[config.mk]
export PLATFORM = sky130hd
export DESIGN_NAME = spike_encoder
export DESIGN_NICKNAME = d
export VERILOG_FILES = /design/src/rtl/snn_pkg.sv /design/src/rtl/spike_lfsr.sv /design/src/rtl/spike_encoder.sv
export SDC_FILE = /design/constraint.sdc
export NUM_CORES = 1
export LEC_CHECK = 0
export CAP_MARGIN = 10
export CORE_ASPECT_RATIO = 0.5
export CORE_MARGIN = 2
export CORE_UTILIZATION = 64
export CTS_CLUSTER_SIZE = 28
export DETAILED_ROUTE_END_ITERATION = 12
export DONT_BUFFER_PORTS = 1
export HOLD_SLACK_MARGIN = 0.08
export PLACE_DENSITY = 0.85
export SLEW_MARGIN = 0
export SYNTH_ARGS = -nofsm -noshare
export SYNTH_HDL_FRONTEND = slang
export SYNTH_SLANG_ARGS = --single-unit
export TNS_END_PERCENT = 50
[constraint.sdc]
create_clock -name clk -period 3 [get_ports clk]
set_input_delay 0.45 -clock clk [delete_from_list [all_inputs] [get_ports clk]]
set_output_delay 0.45 -clock clk [all_outputs]
set_load 0.01 [all_outputs]
[src/rtl/snn_pkg.sv]
// Shared widths, LFSR polynomial, FSM encoding and per-lane seed derivation for the spike encoder.
package snn_pkg;

  localparam int unsigned BUNDLE_W = 24;
  localparam int unsigned PIX_W    = 8;
  localparam int unsigned LFSR_W   = 16;
  localparam int unsigned ADDR_W   = 6;
  localparam int unsigned STEP_W   = 10;
  localparam int unsigned WORD_W   = BUNDLE_W * PIX_W;

  localparam logic [LFSR_W-1:0] LFSR_POLY   = 16'hB400;
  localparam logic [LFSR_W-1:0] SEED_STRIDE = 16'h1357;

  typedef enum logic [2:0] {
    IDLE      = 3'd0,
    READ      = 3'd1,
    WAIT_Q    = 3'd2,
    SEND      = 3'd3,
    WAIT_DONE = 3'd4,
    STEP_END  = 3'd5,
    FIN       = 3'd6
  } state_t;

  // Lane seed: base + lane*stride modulo 2^16, with the LFSR lock-up value 0 replaced by 1.
  function automatic logic [LFSR_W-1:0] lane_seed(input int unsigned base, input int unsigned lane);
    logic [31:0] s;
    s = 32'(base) + 32'(lane) * 32'(SEED_STRIDE);
    return (s[LFSR_W-1:0] == '0) ? LFSR_W'(1) : s[LFSR_W-1:0];
  endfunction

endpackage

[src/rtl/spike_lfsr.sv]
// One 16-bit Galois LFSR lane (x^16+x^14+x^13+x^11+1); reloads its seed on reset, steps when enabled.
module spike_lfsr
  import snn_pkg::*;
(
  input  logic              clk,
  input  logic              rst_n,
  input  logic [LFSR_W-1:0] i_seed,
  input  logic              i_en,
  output logic [LFSR_W-1:0] o_state
);

  logic [LFSR_W-1:0] r_state;
  logic [LFSR_W-1:0] w_next;

  always_comb begin
    w_next = r_state >> 1;
    if (r_state[0]) begin
      w_next = w_next ^ LFSR_POLY;
    end
  end

  always_ff @(posedge clk or negedge rst_n) begin
    if (!rst_n) begin
      r_state <= i_seed;
    end else if (i_en) begin
      r_state <= w_next;
    end
  end

  assign o_state = r_state;

endmodule

[src/rtl/spike_encoder.sv]
// Rate-codes 8-bit pixel intensities into Bernoulli spike bundles, 24 lanes per bundle,
// walking every bundle of the frame once per timestep with a receiver handshake.
module spike_encoder
  import snn_pkg::*;
#(
  parameter int unsigned SEED       = 1000,
  parameter int unsigned NUM_PRE    = 784,
  parameter int unsigned NUM_BUNDLE = 33
) (
  input  logic                clk,
  input  logic                rst_n,
  input  logic                i_start,
  input  logic [STEP_W-1:0]   i_num_step,
  input  logic                i_syn_done,
  output logic [ADDR_W-1:0]   addr,
  output logic                ce,
  input  logic [WORD_W-1:0]   q,
  output logic [BUNDLE_W-1:0] o_spike_bundle,
  output logic                o_valid,
  output logic [ADDR_W-1:0]   o_bundle_idx,
  output logic [STEP_W-1:0]   o_step_idx,
  output logic                o_step_end,
  output logic                o_busy,
  output logic                o_done
);

  localparam logic [ADDR_W-1:0] LAST_BUNDLE = ADDR_W'(NUM_BUNDLE - 1);

  state_t              r_state;
  state_t              w_state_nxt;
  logic [STEP_W-1:0]   r_num_step;
  logic [STEP_W-1:0]   w_num_step_nxt;
  logic [ADDR_W-1:0]   r_bundle;
  logic [ADDR_W-1:0]   w_bundle_nxt;
  logic [STEP_W-1:0]   r_step;
  logic [STEP_W-1:0]   w_step_nxt;
  logic                w_lfsr_en;
  logic [BUNDLE_W-1:0] w_spike;

  logic [ADDR_W-1:0]   r_addr;
  logic                r_ce;
  logic [BUNDLE_W-1:0] r_spike;
  logic                r_valid;
  logic [ADDR_W-1:0]   r_bundle_idx;
  logic                r_step_end;
  logic                r_busy;
  logic                r_done;

  always_ff @(posedge clk or negedge rst_n) begin
    if (!rst_n) begin
      r_state <= IDLE;
    end else begin
      r_state <= w_state_nxt;
    end
  end

  // Next state and counter updates; i_start and i_syn_done only matter in IDLE / WAIT_DONE.
  always_comb begin
    w_state_nxt    = r_state;
    w_num_step_nxt = r_num_step;
    w_bundle_nxt   = r_bundle;
    w_step_nxt     = r_step;
    w_lfsr_en      = 1'b0;
    unique case (r_state)
      IDLE: begin
        if (i_start) begin
          w_num_step_nxt = i_num_step;
          w_bundle_nxt   = '0;
          w_step_nxt     = '0;
          w_state_nxt    = (i_num_step == '0) ? FIN : READ;
        end
      end
      READ:   w_state_nxt = WAIT_Q;
      WAIT_Q: w_state_nxt = SEND;
      SEND: begin
        w_lfsr_en   = 1'b1;
        w_state_nxt = WAIT_DONE;
      end
      WAIT_DONE: begin
        if (i_syn_done) begin
          if (r_bundle == LAST_BUNDLE) begin
            w_bundle_nxt = '0;
            w_state_nxt  = STEP_END;
          end else begin
            w_bundle_nxt = ADDR_W'(r_bundle + ADDR_W'(1));
            w_state_nxt  = READ;
          end
        end
      end
      STEP_END: begin
        w_step_nxt  = STEP_W'(r_step + STEP_W'(1));
        w_state_nxt = (STEP_W'(r_step + STEP_W'(1)) == r_num_step) ? FIN : READ;
      end
      FIN:     w_state_nxt = IDLE;
      default: w_state_nxt = IDLE;
    endcase
  end

  for (genvar k = 0; k < BUNDLE_W; k++) begin : g_lane
    logic [LFSR_W-1:0] w_rnd;
    logic [31:0]       w_gidx;

    spike_lfsr u_lfsr (
      .clk     (clk),
      .rst_n   (rst_n),
      .i_seed  (lane_seed(SEED, k)),
      .i_en    (w_lfsr_en),
      .o_state (w_rnd)
    );

    // Lanes past the last real input (tail of the final bundle) never fire.
    assign w_gidx     = 32'(r_bundle) * 32'(BUNDLE_W) + 32'(k);
    assign w_spike[k] = (w_gidx < 32'(NUM_PRE)) && (q[k*PIX_W +: PIX_W] > w_rnd[PIX_W-1:0]);
  end

  always_ff @(posedge clk or negedge rst_n) begin
    if (!rst_n) begin
      r_num_step   <= '0;
      r_bundle     <= '0;
      r_step       <= '0;
      r_addr       <= '0;
      r_ce         <= 1'b0;
      r_spike      <= '0;
      r_valid      <= 1'b0;
      r_bundle_idx <= '0;
      r_step_end   <= 1'b0;
      r_busy       <= 1'b0;
      r_done       <= 1'b0;
    end else begin
      r_num_step <= w_num_step_nxt;
      r_bundle   <= w_bundle_nxt;
      r_step     <= w_step_nxt;
      r_ce       <= (w_state_nxt == READ);
      if (w_state_nxt == READ) begin
        r_addr <= w_bundle_nxt;
      end
      r_valid <= (r_state == SEND);
      if (r_state == SEND) begin
        r_spike      <= w_spike;
        r_bundle_idx <= r_bundle;
      end
      r_step_end <= (w_state_nxt == STEP_END);
      r_busy     <= (w_state_nxt != IDLE);
      r_done     <= (w_state_nxt == FIN);
    end
  end

  assign addr           = r_addr;
  assign ce             = r_ce;
  assign o_spike_bundle = r_spike;
  assign o_valid        = r_valid;
  assign o_bundle_idx   = r_bundle_idx;
  assign o_step_idx     = r_step;
  assign o_step_end     = r_step_end;
  assign o_busy         = r_busy;
  assign o_done         = r_done;

endmodule

Word-level counts from Yosys, hierarchy flattened
Cells that the tools add are included.
{ "word_totals": {"inputBits": 206, "output_inout_bits": 51, "ff_bits": 454, "wordCells": 212} }
{ "classes": {"eq_ne": 11, "multipliers": 1, "mux": 37, "n_lt_le_gt_ge": 48, "add_sub_neg": 25, "n_bitwise": 24, "n_reduce_logical": 30} }
{ "ops": {"columns": ["operator", "n"], "rows": [
  ["16-bit two-way mux", 24],
  ["12-bit by 10-bit < comparator with 1-bit output (second input constant)", 23],
  ["8-bit greater-than comparator", 24],
  ["11-bit by 4-bit adder with 12-bit output (second input constant)", 8],
  ["11-bit by 5-bit adder with 12-bit output (second input constant)", 8],
  ["3-bit NOT with 4-bit output", 24],
  ["11-bit by 3-bit adder with 12-bit output (second input constant)", 4],
  ["11-bit by 2-bit adder with 12-bit output (second input constant)", 2],
  ["1-bit logical AND", 24],
  ["10-bit one-hot mux with 2 select lines", 1],
  ["6-bit two-way mux", 3],
  ["3-bit one-hot mux with 6 select lines", 1],
  ["3-bit two-way mux", 5],
  ["11-bit by 1-bit adder with 12-bit output (second input constant)", 1],
  ["3-bit equality test (second input constant)", 4],
  ["6-bit one-hot mux with 2 select lines", 1],
  ["11-bit by 10-bit < comparator with 1-bit output (second input constant)", 1],
  ["10-bit by 1-bit adder with 10-bit output (second input constant)", 1],
  ["10-bit equality test", 1],
  ["10-bit logical NOT", 1],
  ["10-bit two-way mux", 1],
  ["6-bit by 2-bit multiplier with 8-bit output (second input constant)", 1],
  ["6-bit by 1-bit adder with 6-bit output (second input constant)", 1],
  ["3-bit by 1-bit equality test with 1-bit output (second input constant)", 2],
  ["8 further kinds", 10]
]} }

Longest topological paths before layout
{ "depth": {"ltp_word": 5, "mapped_depth": 11, "depth_no_buf": 10} }

Least setup slack after synthesis
Ideal clock, no wire load.
{ "synth_timing": {"kind": "register to register", "startpoint": "register r_bundle[0]", "endpoint": "register r_spike[10] (netlist: o_spike_bundle[10])", "path_stages_with_launch": 11, "t_arrival_ns": 2.642, "required_ns": 2.879, "period_less_slack_ns": 2.763, "path_slack_ns": 0.237, "n_path_buf": 0, "setup_ns": 0.121, "path_cell_list": "dfrtp_1 > ha_1 > fa_1 > a21o_1 > a21oi_1 > xor2_1 > nand3_1 > or3_1 > a31oi_1 > a21oi_2 > a22o_1"} }
{ "synth_via": {"elab_chain_cells": 4} }
{ "synth_lines": {"columns": ["element", "line", "text"], "rows": [
  ["start, declared", "spike_encoder.sv:33", "logic [ADDR_W-1:0] r_bundle;"],
  ["start signal, assigned", "spike_encoder.sv:131", "r_bundle <= w_bundle_nxt;"],
  ["6-bit by 2-bit multiplier with 8-bit output", "spike_encoder.sv:112", "assign w_gidx = 32'(r_bundle) * 32'(BUNDLE_W) + 32'(k);"],
  ["11-bit by 4-bit adder with 12-bit output", "spike_encoder.sv:112", null],
  ["12-bit by 10-bit < comparator with 1-bit output", "spike_encoder.sv:113", "assign w_spike[k] = (w_gidx < 32'(NUM_PRE)) && (q[k*PIX_W +: PIX_W] > w_rnd[PIX_W-1:0]);"],
  ["1-bit logical AND", "spike_encoder.sv:113", null],
  ["end signal, assigned", "spike_encoder.sv:139", "r_spike <= w_spike;"],
  ["end, declared", "spike_encoder.sv:42", "logic [BUNDLE_W-1:0] r_spike;"]
]} }
No other way between the ends.
A chain may end at the register's enable or synchronous reset.

Final worst setup path
{ "layout_timing": {"startpoint": "register r_bundle[1]", "endpoint": "register r_spike[8] (netlist: o_spike_bundle[8])"} }
Same word-level chain as after synthesis.

==> results.ini <==
[critical_path]
crit_type=reg2reg
worstSetupStartpointType=register
crit_required_ps=3400
cp_max_fo=8
cp_data_arrival_time_ps=3320
worstSetupEndpointType=register

[grt]
overflow=0
globalRouteTotalUtil=0.237
first_global_vias=15700
grt_max_degree=455
antenna_found_initial=2
grt_pass1_wl_um=73800

[synth]
synth_edf_count=0
syn_nets=2889
netlist-cell-type-count=57
async_flop_share=1.00
ys_ff_latch=454
syn_avg_cell_area_um2=9.26
netlist_area_mm2=0.0229
yosys_warnings=0
postSynthCellCount=2478
synthFlopType=dfrtp_1
seq_area_frac_synth=0.506

[clocking]
cts.sinks=454
path_clk_slew_ps=60
cts_buffer_depth=3
cts_made_buffers=40
h-tree-depth=2
cts_tree=yes
ctsHoldBuffers=10
insertion_delay_ps=520
clk_root_buffer_cell=clkbuf_16

[timing]
max_freq_mhz=343
tns_ps=0
clock_skew_ps=9.45
worst_slack_ps=83.6
fin_hold_ws_ps=-367
worst_pin_slew_ps=877
period_share=0.972
slew_headroom=0.415
maxSlewViolCount=0
hold_viol=285
finalCriticalPeriod_ps=2920
setup_viol=0

[finish]
stdcell_count=2930
final_cell_area_mm2=0.0247
drive_gt1_frac=0.123
nets=2836
syn2layout_area_growth_pct=7.68
layout_commonest_cell=nand2_1
layout_common_cells=nand2_1 (686), o21ai_0 (360), dfrtp_1 (262)

[place]
dp_hpwl_um=29700
gp_congestion=0.892
io_buffer_count=0
placed_cell_area_mm2=0.0233
dp_cells=2847
pre_cts_ws_ps=41.1

[floorplan]
die_h_um=138
start_util=0.657
die_area_mm2=0.0375
rows=48
die_w_um=272
core_area_mm2=0.0349
ios=257

[route]
viasPerCell=5.51
first_pass_iters=5
drt.antenna.violating_nets=0
drt-total-wl_um=44100
drc=0
avgRoutedWirePerCell_um=15.0
vias=16100
drt_iter0_drc=1203

[power]
p_leak_uw=0.0109
ir_worst_vdd_mv=0.512
p_per_area_mw_per_mm2=593

[flow_run]
max-cap-violations=0

[outcome]
outcome=finished, violations left
violations=negative hold slack

[worst_hold_path]
hold_path_class=in2async

-- cell usage after synthesis, types with 2 or more instances --
master | n | area [um2]
dfrtp_1 | 262 | 6560
mux2_2 | 9 | 101
nor3_1 | 7 | 35.0
nand2_1 | 686 | 2570
nand3_1 | 12 | 60.1
and2_1 | 2 | 12.5
inv_1 | 206 | 773
nand4_1 | 54 | 338
o31ai_1 | 3 | 22.5
o211ai_1 | 10 | 75.1
buf_6 | 2 | 22.5
xor2_1 | 7 | 61.3
nor2b_1 | 27 | 169
ha_1 | 204 | 2550
a21o_1 | 51 | 383
buf_4 | 2 | 15.0
nor3b_1 | 2 | 15.0
a21oi_2 | 2 | 17.5
o41ai_1 | 2 | 17.5
a31oi_1 | 4 | 25.0
buf_1 | 2 | 7.51
a22o_1 | 9 | 78.8
a211oi_1 | 2 | 15.0
a21oi_1 | 61 | 305
nor2_1 | 22 | 82.6
o21ai_0 | 360 | 1800
or3_1 | 4 | 25.0
and3_4 | 3 | 33.8
o21a_1 | 9 | 67.6
xnor2_1 | 81 | 709
nor4_1 | 3 | 18.8
or2_2 | 2 | 12.5
nand2b_1 | 26 | 163
and3_1 | 4 | 25.0
clkbuf_1 | 117 | 439
dfstp_2 | 192 | 5040
a22oi_1 | 2 | 15.0
mux2_4 | 6 | 90.1
-- logic make-up after synthesis --
| group | after synthesis | share of synthesized area |
|---|---|---|
| XOR/XNOR | 88 | 0.0336 |
| AO/OA/AOI/OAI | 525 | 0.127 |
| adder cells (fa/ha/maj) | 205 | 0.112 |
| buffers and inverters | 331 | 0.0552 |
| flip-flops | 454 | 0.506 |
| AND/OR/NAND/NOR | 860 | 0.158 |
| multiplexers | 15 | 0.00835 |
-- what timing repair did --
action / in CTS / in global routing
resized for setup: 0 / 4
hold endpoints to repair: 464 / 454
buffers inserted: 0 / 1
setup endpoints to repair: 0 / 8
-- metrics by stage --
stage	utilization	power, uW
floorplan	-	8880
global placement	0.667	9440
detailed placement	0.667	9560
CTS	0.707	14800
global route	0.708	15400
finish	0.708	14600
-- worst max-delay path: stages, from the launching register on --
cell	delay [ps]
dfrtp_1	430
ha_1	250
fa_2	400
a21o_1	210
a21oi_2	210
xor2_2	220
nand3_1	110
or3_1	330
a31oi_1	310
a21oi_4	120
a22o_1	200
-- routing by layer --
| metal | GRT usage | share of wire | routed length, um |
|---|---|---|---|
| met2 | 0.402 | 0.49 | 21500 |
| met5 | 0 | 0 | 0 |
| met4 | 0.0818 | 0.029 | 1280 |
| met1 | 0.307 | 0.44 | 19200 |
| met3 | 0.0509 | 0.047 | 2090 |
-- sequential cells by signal, summed over array words and instances (netlist names), 3 cells and up --
name and flops:
g_lane.u_lfsr.o_state 384, o_spike_bundle 24, o_step_idx 10, r_num_step 10, addr 6, o_bundle_idx 6, r_bundle 6, r_state 3
-- final cells by class --
| type | instances | area (um2) |
|---|---|---|
| antenna | 1 | 2.50 |
| fill | 2567 | 10200 |
| timing repair buffer | 29 | 318 |
| inverter | 207 | 785 |
| clock buffer | 60 | 1160 |
| multi-input combinational | 1693 | 10100 |
| tap | 475 | 594 |
| clock inverter | 11 | 136 |
| sequential | 454 | 11600 |
-- worst paths after layout --
| path | endpoint | from | slack [ps] | depth (start not counted) |
|---|---|---|---|---|
| worst min-delay path | g_lane[18].u_lfsr.o_state[4] | rst_n | -370 | 0 |
| min in group clk | r_bundle[4] | i_syn_done | 150 | 2 |
| worst max-delay path | o_spike_bundle[8] | r_bundle[1] | 80 | 10 |
| worst min register to register | g_lane[21].u_lfsr.o_state[11] | g_lane[21].u_lfsr.o_state[12] | 450 | 2 |
| worst max register to register | o_spike_bundle[8] | r_bundle[1] | 80 | 10 |
| max in group asynchronous | o_spike_bundle[5] | rst_n | 2640 | 0 |
-- power by group --
part / internal, uW / switching [uW] / leakage, uW
logic: 801 / 1790 / 0.00466
clock network: 2930 / 2220 / 0.000634
registers: 6460 / 439 / 0.00556
(Power assumes the default switching activity.)
